**src/rtl/nco_ctrl_pkg.sv**
```systemverilog
// Shared encodings for the NCO sweep controller.
package nco_ctrl_pkg;

  localparam int CW_W_DEF       = 16;
  localparam int STEP_CNT_W_DEF = 16;
  localparam int DWELL_W_DEF    = 16;

  // cfg_mode encodings; the reserved code 3 behaves as single.
  localparam logic [1:0] MODE_SINGLE = 2'd0;
  localparam logic [1:0] MODE_SAW    = 2'd1;
  localparam logic [1:0] MODE_TRI    = 2'd2;

  // There is no separate advance state: a new point is loaded on the last
  // dwell cycle, so there are no bubble cycles between points.
  typedef enum logic {
    ST_IDLE,
    ST_DWELL
  } state_t;

endpackage

```
**src/rtl/sweep_dwell_timer.sv**
```systemverilog
// Dwell down-counter: loaded when a point is applied, expires on its last cycle.
module sweep_dwell_timer #(
  parameter int DWELL_W = 16
) (
  input  logic               clk,
  input  logic               rst,
  input  logic               load,
  input  logic [DWELL_W-1:0] load_val,
  input  logic               en,
  output logic               expire
);

  logic [DWELL_W-1:0] cnt;

  // Reload on each new point, otherwise count down to zero and hold.
  always_ff @(posedge clk or posedge rst) begin
    if (rst)                      cnt <= '0;
    else if (load)                cnt <= load_val;
    else if (en && cnt != '0)     cnt <= cnt - DWELL_W'(1);
  end

  assign expire = en && (cnt == '0);

endmodule

```
**src/rtl/nco_sweep_ctrl.sv**
```systemverilog
// Frequency sweep sequencer feeding the NCO tuning words.
module nco_sweep_ctrl
  import nco_ctrl_pkg::*;
#(
  parameter int CW_W       = CW_W_DEF,
  parameter int STEP_CNT_W = STEP_CNT_W_DEF,
  parameter int DWELL_W    = DWELL_W_DEF
) (
  input  logic                  clk,
  input  logic                  rst,
  input  logic                  start,
  input  logic                  abort,
  input  logic [CW_W-1:0]       cfg_start_word,
  input  logic [CW_W-1:0]       cfg_step_word,
  input  logic [STEP_CNT_W-1:0] cfg_steps,
  input  logic [DWELL_W-1:0]    cfg_dwell,
  input  logic [1:0]            cfg_mode,
  input  logic [CW_W-1:0]       cfg_idle_word,
  input  logic [CW_W-1:0]       cfg_phase_word,
  output logic [CW_W-1:0]       control_word,
  output logic [CW_W-1:0]       phase_control_word,
  output logic                  busy,
  output logic                  step_strobe,
  output logic                  done,
  output logic [STEP_CNT_W-1:0] point_idx
);

  state_t state, state_n;

  // Configuration captured at start; live cfg changes are ignored while busy.
  logic [CW_W-1:0]       start_q, step_q;
  logic [STEP_CNT_W-1:0] steps_q;
  logic [DWELL_W-1:0]    dwell_q;
  logic [1:0]            mode_q;
  logic                  dir_q;      // triangle direction, 1 = walking down

  logic                  go, expire, is_repeat, pass_end, dir_n;
  logic [CW_W-1:0]       cw_n;
  logic [STEP_CNT_W-1:0] idx_n;

  assign go        = (state == ST_IDLE) && start && !abort;
  assign is_repeat = (mode_q == MODE_SAW) || (mode_q == MODE_TRI);

  sweep_dwell_timer #(.DWELL_W(DWELL_W)) u_timer (
    .clk      (clk),
    .rst      (rst),
    .load     (go || expire),
    .load_val (go ? cfg_dwell : dwell_q),
    .en       (state == ST_DWELL),
    .expire   (expire)
  );

  // Next point: up-step by default, down-step on the triangle return leg,
  // reload of point 0 at the end of a sawtooth/single pass.
  always_comb begin
    idx_n    = point_idx + STEP_CNT_W'(1);
    cw_n     = control_word + step_q;
    dir_n    = dir_q;
    pass_end = 1'b0;
    if (mode_q == MODE_TRI && steps_q != '0) begin
      if (dir_q || point_idx == steps_q) begin
        idx_n    = point_idx - STEP_CNT_W'(1);
        cw_n     = control_word - step_q;
        dir_n    = (idx_n != '0);
        pass_end = (idx_n == '0);
      end
    end else if (point_idx == steps_q) begin
      idx_n    = '0;
      cw_n     = start_q;
      pass_end = 1'b1;
    end
  end

  // Next-state: leave idle on an accepted start, return on abort or end of a single pass.
  always_comb begin
    state_n = state;
    if (state == ST_IDLE) begin
      if (go) state_n = ST_DWELL;
    end else begin
      if (abort || (expire && pass_end && !is_repeat)) state_n = ST_IDLE;
    end
  end

  // State register.
  always_ff @(posedge clk or posedge rst) begin
    if (rst) state <= ST_IDLE;
    else     state <= state_n;
  end

  // Output words, flags, point index and latched configuration.
  always_ff @(posedge clk or posedge rst) begin
    if (rst) begin
      control_word       <= '0;
      phase_control_word <= '0;
      busy               <= 1'b0;
      step_strobe        <= 1'b0;
      done               <= 1'b0;
      point_idx          <= '0;
      dir_q              <= 1'b0;
      start_q            <= '0;
      step_q             <= '0;
      steps_q            <= '0;
      dwell_q            <= '0;
      mode_q             <= MODE_SINGLE;
    end else begin
      step_strobe <= 1'b0;
      done        <= 1'b0;
      if (state == ST_IDLE) begin
        phase_control_word <= cfg_phase_word;
        point_idx          <= '0;
        dir_q              <= 1'b0;
        if (go) begin
          start_q      <= cfg_start_word;
          step_q       <= cfg_step_word;
          steps_q      <= cfg_steps;
          dwell_q      <= cfg_dwell;
          mode_q       <= cfg_mode;
          control_word <= cfg_start_word;
          busy         <= 1'b1;
          step_strobe  <= 1'b1;
        end else begin
          control_word <= cfg_idle_word;
          busy         <= 1'b0;
        end
      end else if (abort || (expire && pass_end && !is_repeat)) begin
        // Back to idle outputs; only a completed pass reports done.
        control_word       <= cfg_idle_word;
        phase_control_word <= cfg_phase_word;
        busy               <= 1'b0;
        point_idx          <= '0;
        dir_q              <= 1'b0;
        done               <= !abort;
      end else if (expire) begin
        control_word <= cw_n;
        point_idx    <= idx_n;
        dir_q        <= dir_n;
        step_strobe  <= 1'b1;
        done         <= pass_end;
      end
    end
  end

endmodule

```
**config.mk**
```make
export PLATFORM = sky130hd
export DESIGN_NAME = nco_sweep_ctrl
export DESIGN_NICKNAME = d
export VERILOG_FILES = /design/src/rtl/nco_ctrl_pkg.sv /design/src/rtl/sweep_dwell_timer.sv /design/src/rtl/nco_sweep_ctrl.sv
export SDC_FILE = /design/constraint.sdc
export NUM_CORES = 1
export LEC_CHECK = 0
export BUFFER_PORTS_ARGS = -buffer_cell sky130_fd_sc_hd__buf_4
export CAP_MARGIN = 25
export CORE_ASPECT_RATIO = 1.75
export CORE_MARGIN = 1.5
export CORE_UTILIZATION = 45
export DETAILED_ROUTE_END_ITERATION = 12
export PLACE_DENSITY_LB_ADDON = 0.25
export SETUP_SLACK_MARGIN = 0.3
export SKIP_LAST_GASP = 1
export SYNTH_ARGS = -nofsm -noshare
export SYNTH_HDL_FRONTEND = slang
export SYNTH_SLANG_ARGS = --single-unit
```
**constraint.sdc**
```tcl
create_clock -name clk -period 6.1 [get_ports clk]
set_input_delay 0.305 -clock clk [delete_from_list [all_inputs] [get_ports clk]]
set_output_delay 0.305 -clock clk [all_outputs]
set_load 0.01 [all_outputs]
```
======== After elaboration in Yosys (flattened, before gate mapping) ========
Cells that the tools add are included.
storage, ports and cells
  output and inout bits ................... 51
  word-level logic and storage cells ...... 85
  register bits ........................... 135
  bits of input ports ..................... 102
cells by class
  bitwise logic cells ..................... 1
  reductions and logical operators ........ 21
  equal/unequal tests ..................... 7
  $add $sub $neg .......................... 5
  mux-type cells .......................... 37
operators with widths
  cell                     number
  $mux W16                 18
  $reduce_bool A16 Y1      3
  $logic_not A16 Y1        2
  $sub A16 B1 Y16 const B  2
  $mux W1                  19
  $add A16 B1 Y16 const B  1
  $add A16 B16 Y16         1
  $eq A16 B16 Y1           1
  $sub A16 B16 Y16         1
  $ne A3 B1 Y1 const B     3
  $logic_and A1 B1 Y1      7
  $logic_or A1 B1 Y1       4
  $reduce_and A3 Y1        1
  $eq A2 B1 Y1 const B     1
  $eq A2 B2 Y1 const B     1
  $logic_not A1 Y1         2
  $ne A2 B1 Y1 const B     1
  $reduce_and A2 Y1        1
  $reduce_bool A2 Y1       1
  $not A1 Y1               1

======== Longest topological paths before layout ========
  depth after elaboration ................. 9
  gate-level depth with buffers ........... 12

======== Cells and area by module ========
Synthesis repeated with hierarchy kept, for this count alone.
second synthesis, totals
  cell total of the unflattened synthesis .. 1024
  area, all modules ....................... 8733.4 um2
by module, submodules not included
  module             sequential area each (um2)  area each (um2)  cells each  instances
  nco_sweep_ctrl     2977.9                      7682.4           901         1
  sweep_dwell_timer  400.4                       1051.0           123         1

======== Worst setup path before layout ========
No wires, ideal clock.
  path kind ............................... flip-flop to flip-flop
  start point ............................. reg point_idx[0]
  end point ............................... reg phase_control_word[10]
  cell stages (with the launch flop) ...... 12
  setup slack ............................. 3.157 ns
  setup time .............................. 0.125 ns
  arrival ................................. 2.819 ns
  buffers on the path ..................... 2
  cell sequence ........................... dfrtp_1 -> buf_2 -> inv_1 -> ha_1 -> nor2b_1 -> nand2_1 -> or3_1 -> o211ai_1 -> nor4_4 -> nor2_1 -> buf_2 -> mux2_2
between the ends
  longest elaborated chain between the ends .. 8
  elaborated cells between the ends (all ways) .. 11
  those cells by class .................... add/sub: 1; eq/ne: 2; mux: 3; reduce/logical: 5
ends and longest elaborated chain
  element                                                         RTL line                                                          source
  from (decl)                                                     nco_sweep_ctrl.sv:25                                              output logic [STEP_CNT_W-1:0] point_idx
  from (signal assigned)                                          nco_sweep_ctrl.sv:135                                             point_idx <= idx_n;
  $sub A16 B1 Y16 / $eq A16 B16 Y1 (equally long branches)        nco_sweep_ctrl.sv:62, nco_sweep_ctrl.sv:61, nco_sweep_ctrl.sv:67
  $logic_not A16 Y1 / $logic_or A1 B1 Y1 (equally long branches)  nco_sweep_ctrl.sv:65, nco_sweep_ctrl.sv:61
  $mux W1                                                         nco_sweep_ctrl.sv:61                                              if (dir_q || point_idx == steps_q) begin
  $mux W1 *                                                       nco_sweep_ctrl.sv:60                                              if (mode_q == MODE_TRI && steps_q != '0) begin
  $logic_and A1 B1 Y1 * (2 in series)                             nco_sweep_ctrl.sv:125                                             end else if (abort || (expire && pass_end && !is_repeat)) begin
  $logic_or A1 B1 Y1 *                                            nco_sweep_ctrl.sv:125
  $ne A2 B1 Y1 (no source line) *                                 n/a
  to (signal assigned)                                            nco_sweep_ctrl.sv:109                                             phase_control_word <= cfg_phase_word;
  to (signal assigned)                                            nco_sweep_ctrl.sv:128                                             phase_control_word <= cfg_phase_word;
  to (decl)                                                       nco_sweep_ctrl.sv:21                                              output logic [CW_W-1:0] phase_control_word,
Every way passes the cells marked *; elsewhere a longest branch is shown, timed or not.
A chain may end at the register's enable or synchronous reset.

======== Worst setup path in the final report ========
  start point ............................. reg point_idx[7]
  end point ............................... reg control_word[2]
between the ends
  longest elaborated chain between the ends .. 9
  elaborated cells between the ends (all ways) .. 17
  those cells by class .................... add/sub: 1; eq/ne: 2; mux: 9; reduce/logical: 5
ends and longest elaborated chain
  element                                                         RTL line                                                          source
  $sub A16 B1 Y16 / $eq A16 B16 Y1 (equally long branches)        nco_sweep_ctrl.sv:62, nco_sweep_ctrl.sv:61, nco_sweep_ctrl.sv:67
  $logic_not A16 Y1 / $logic_or A1 B1 Y1 (equally long branches)  nco_sweep_ctrl.sv:65, nco_sweep_ctrl.sv:61
  $mux W1                                                         nco_sweep_ctrl.sv:61
  $mux W1                                                         nco_sweep_ctrl.sv:60
  $logic_and A1 B1 Y1 (2 in series)                               nco_sweep_ctrl.sv:125
  $logic_or A1 B1 Y1                                              nco_sweep_ctrl.sv:125
  $mux W16                                                        nco_sweep_ctrl.sv:125
  $mux W16                                                        nco_sweep_ctrl.sv:108                                             if (state == ST_IDLE) begin
  to (signal assigned)                                            nco_sweep_ctrl.sv:122                                             control_word <= cfg_idle_word;
  to (signal assigned)                                            nco_sweep_ctrl.sv:127                                             control_word <= cfg_idle_word;
  to (signal assigned)                                            nco_sweep_ctrl.sv:134                                             control_word <= cw_n;
  to (decl)                                                       nco_sweep_ctrl.sv:20                                              output logic [CW_W-1:0] control_word,
Several ways; a longest one is shown, not always the timed one. The select of a mux whose other input is x is not followed.

==> metrics.cfg <==
[worst_setup_path]
start_kind=flop
required_ns=6.42
cpPeakStageDelay_ns=0.68
path_class=reg -> reg
crit_chain=xor2_1 -> nor4_2 -> and4_1 -> nand2b_1 -> o21bai_1 -> nor2_2 -> mux2_1 -> a221o_1
arrival_ns=3.92
slowest_stage=dfrtp_1
cp-end-kind=flop
cp_max_fo=17

[synth]
yosys.area.top_type=dfrtp_1
synth_seq_cells=135
yosysMostFrequentCell=nand2_1
avgSynthCellArea_um2=8.23
syn_area_um2=8730
synth_top_area_share_pct=38.7
synthArstFlopShare_pct=100
synth_common_cells=241 x nand2_1, 135 x dfrtp_1, 102 x o21ai_0
synth_fp_nets=1200
synth-main-ff-cell=dfrtp_1
seq_area_frac_synth_pct=38.7
synth_edf_count=0
yosysWarnings=0
synth.distinct_cells=75
synthTopCellsByArea=dfrtp_1 39%, nand2_1 10%, o21ai_0 5.8%
syn_inst=1060

[cts]
clk_path_buf_depth=2
cts_root_buf=clkbuf_16
cts.sinks=135
clock_latency_ns=0.43
cts_tree=built
clkTransAtPathRegs_ns=0.06
htree_levels=4
cts_made_buffers=17

[grt]
grt_pass1_wl_um=43900
busiest_layer=met2
overflow=0
globalRouteMet3Util_pct=5.68
met2_usage_pct=49.6
grt_max_degree=84
grtUsageMet1_pct=31.0
grtUsageTotal_pct=27.9
antenna_found_initial=0
grt_pass1_vias=8679

[hold_path]
min_path_type=in -> reg

[place]
numPortBuffers=152
routabilityCongestion=0.912
hpwl_um=19500
placed_cells=1399

[sta]
period_share_pct=59.1
min_period_ns=3.60
rsz0062_at_grt=no
slew_headroom_pct=39.4
fin_worst_skew_ns=0.00777
setup_tns_ns=0
drv_slew=0
worstMarginPinSlew_ns=0.910
finalHoldViolations=0
max_freq_mhz=277
finalSetupViolations=0

[drt]
dr.pass1.iters=7
avgViaCountPerCell=5.88
wirelength_um=27200
vias=8420
drtIter0Drc=450
wl_per_cell_um=19.0
ant_nets=0
drc=0

[finish]
nFillCells=1848
fin_nets=1318
antenna_cells=0
drive_gt1_share_pct=20.0
area_delta_synth_final_pct=21.9
post_layout_nonfiller_instances=1432

[floorplanning]
fp.dieW_um=108
rows=67
core_um2=19100
ios=153
die-area_um2=20300
start_util_pct=45.7
die_h_um=187

[power_and_ir_drop]
power.leakage_nw=5.00
ir_drop_mv=0.219
p_per_area_nw_per_um2=319
power_mw=3.40

[job]
cap_viol_max_count=0

[status]
outcome=finished clean

power by group:
part / switching [mW] / internal (mW)
clock: 0.414 / 0.675
sequential: 0.149 / 1.06
combinational: 0.630 / 0.473
total: 1.19 / 2.20
routing by layer:
metal  routed length [um]  vias up
met5                    0        -
met4                 1120        0
met3                 1430       67
met2                14200      291
met1                10500     4070
li1                     -     3992
path summary, 6_finish.rpt:
path                               from  cells past startpoint  slack [ns]                    end
max                        point_idx[7]                      8        2.50        control_word[2]
min                        cfg_steps[1]                      3        0.06             steps_q[1]
max reg2reg                point_idx[7]                      8        2.50        control_word[2]
min reg2reg                  dwell_q[3]                      2        0.47             dwell_q[3]
max in group asynchronous           rst                      4        4.20  phase_control_word[4]
min in group asynchronous           rst                      3        0.52             dwell_q[3]
per-stage QoR:
step | hold WS, ns | utilization, % | area, um^2 | setup WS (ns)
2_1_floorplan | 0.410 | - | 8730 | 2.18
3_3_place_gp | 0.454 | 52.4 | 10000 | 2.57
3_5_place_dp | 0.454 | 52.4 | 10000 | 2.54
4_1_cts | 0.0457 | 55.7 | 10600 | 2.54
5_1_grt | 0.0498 | 55.7 | 10600 | 2.30
6_report | 0.0566 | 55.7 | 10600 | 2.50
cells in the final DEF (no fill, tap or decap), types with 4 or more instances in the layout:
cell type and n:
clkbuf_16 17, a31oi_1 23, nand4_1 5, o211ai_1 13, o21bai_1 4, nand3_1 16, inv_1 45, nor2b_1 10
mux2i_1 16, mux2_2 17, nor2_1 52, o22ai_1 12, nor4_1 8, a21oi_1 58, or4_1 5, o221ai_1 9
and4_1 5, a22o_1 6, nand3b_1 5, dfrtp_1 135, and3_1 10, buf_4 164, o21ai_0 102, clkinvlp_4 4
or2_2 4, or3_1 16, nand2b_1 9, nand2_1 241, xor2_1 18, a22oi_1 5, nor3_1 21, ha_1 36
o31ai_1 9, nor4_2 4, a221oi_1 5, o32a_1 5
critical path: cells and delay by family, from the launching register on:
kind,cells,cell delay (ns)
muxes,1,0.34
xor gates and xnor gates,1,0.15
and+or+nand+nor,4,1.49
AOI/OAI and AO/OA,2,0.82
DFF,1,0.68
flip-flops by register name, summed over array words and instances, names as in the netlist:
signal and flops:
start_q 16, control_word 16, step_strobe 1, state 1
mode_q 2, step_q 16, phase_control_word 16, dwell_q 16
busy 1, u_timer.cnt 16, done 1, steps_q 16
dir_q 1, point_idx 16
cell type report:
type                       count  area, um^2  area share (%)
multi-input combinational    813        4920            46.3
sequential                   135        3380            31.8
timing repair buffer         165        1240            11.7
clock buffer                  21         470            4.42
tap                          241         302            2.83
inverter                      46         178            1.67
clock inverter                11         148            1.39
timing repair:
action	4_1_cts	5_1_grt
setup buffers	0	0
hold endpoints to repair	21	0
hold buffers	1	0
gates resized for setup	0	0
logic make-up after synthesis:
logic type / share of synthesized area (%)
mux: 4.29
buf+inv: 5.13
xor+xnor: 2.11
flops: 38.7
compound gates: 21.0
simple gates: 23.1
fa+ha+maj: 5.62
(Power assumes the default switching activity.)
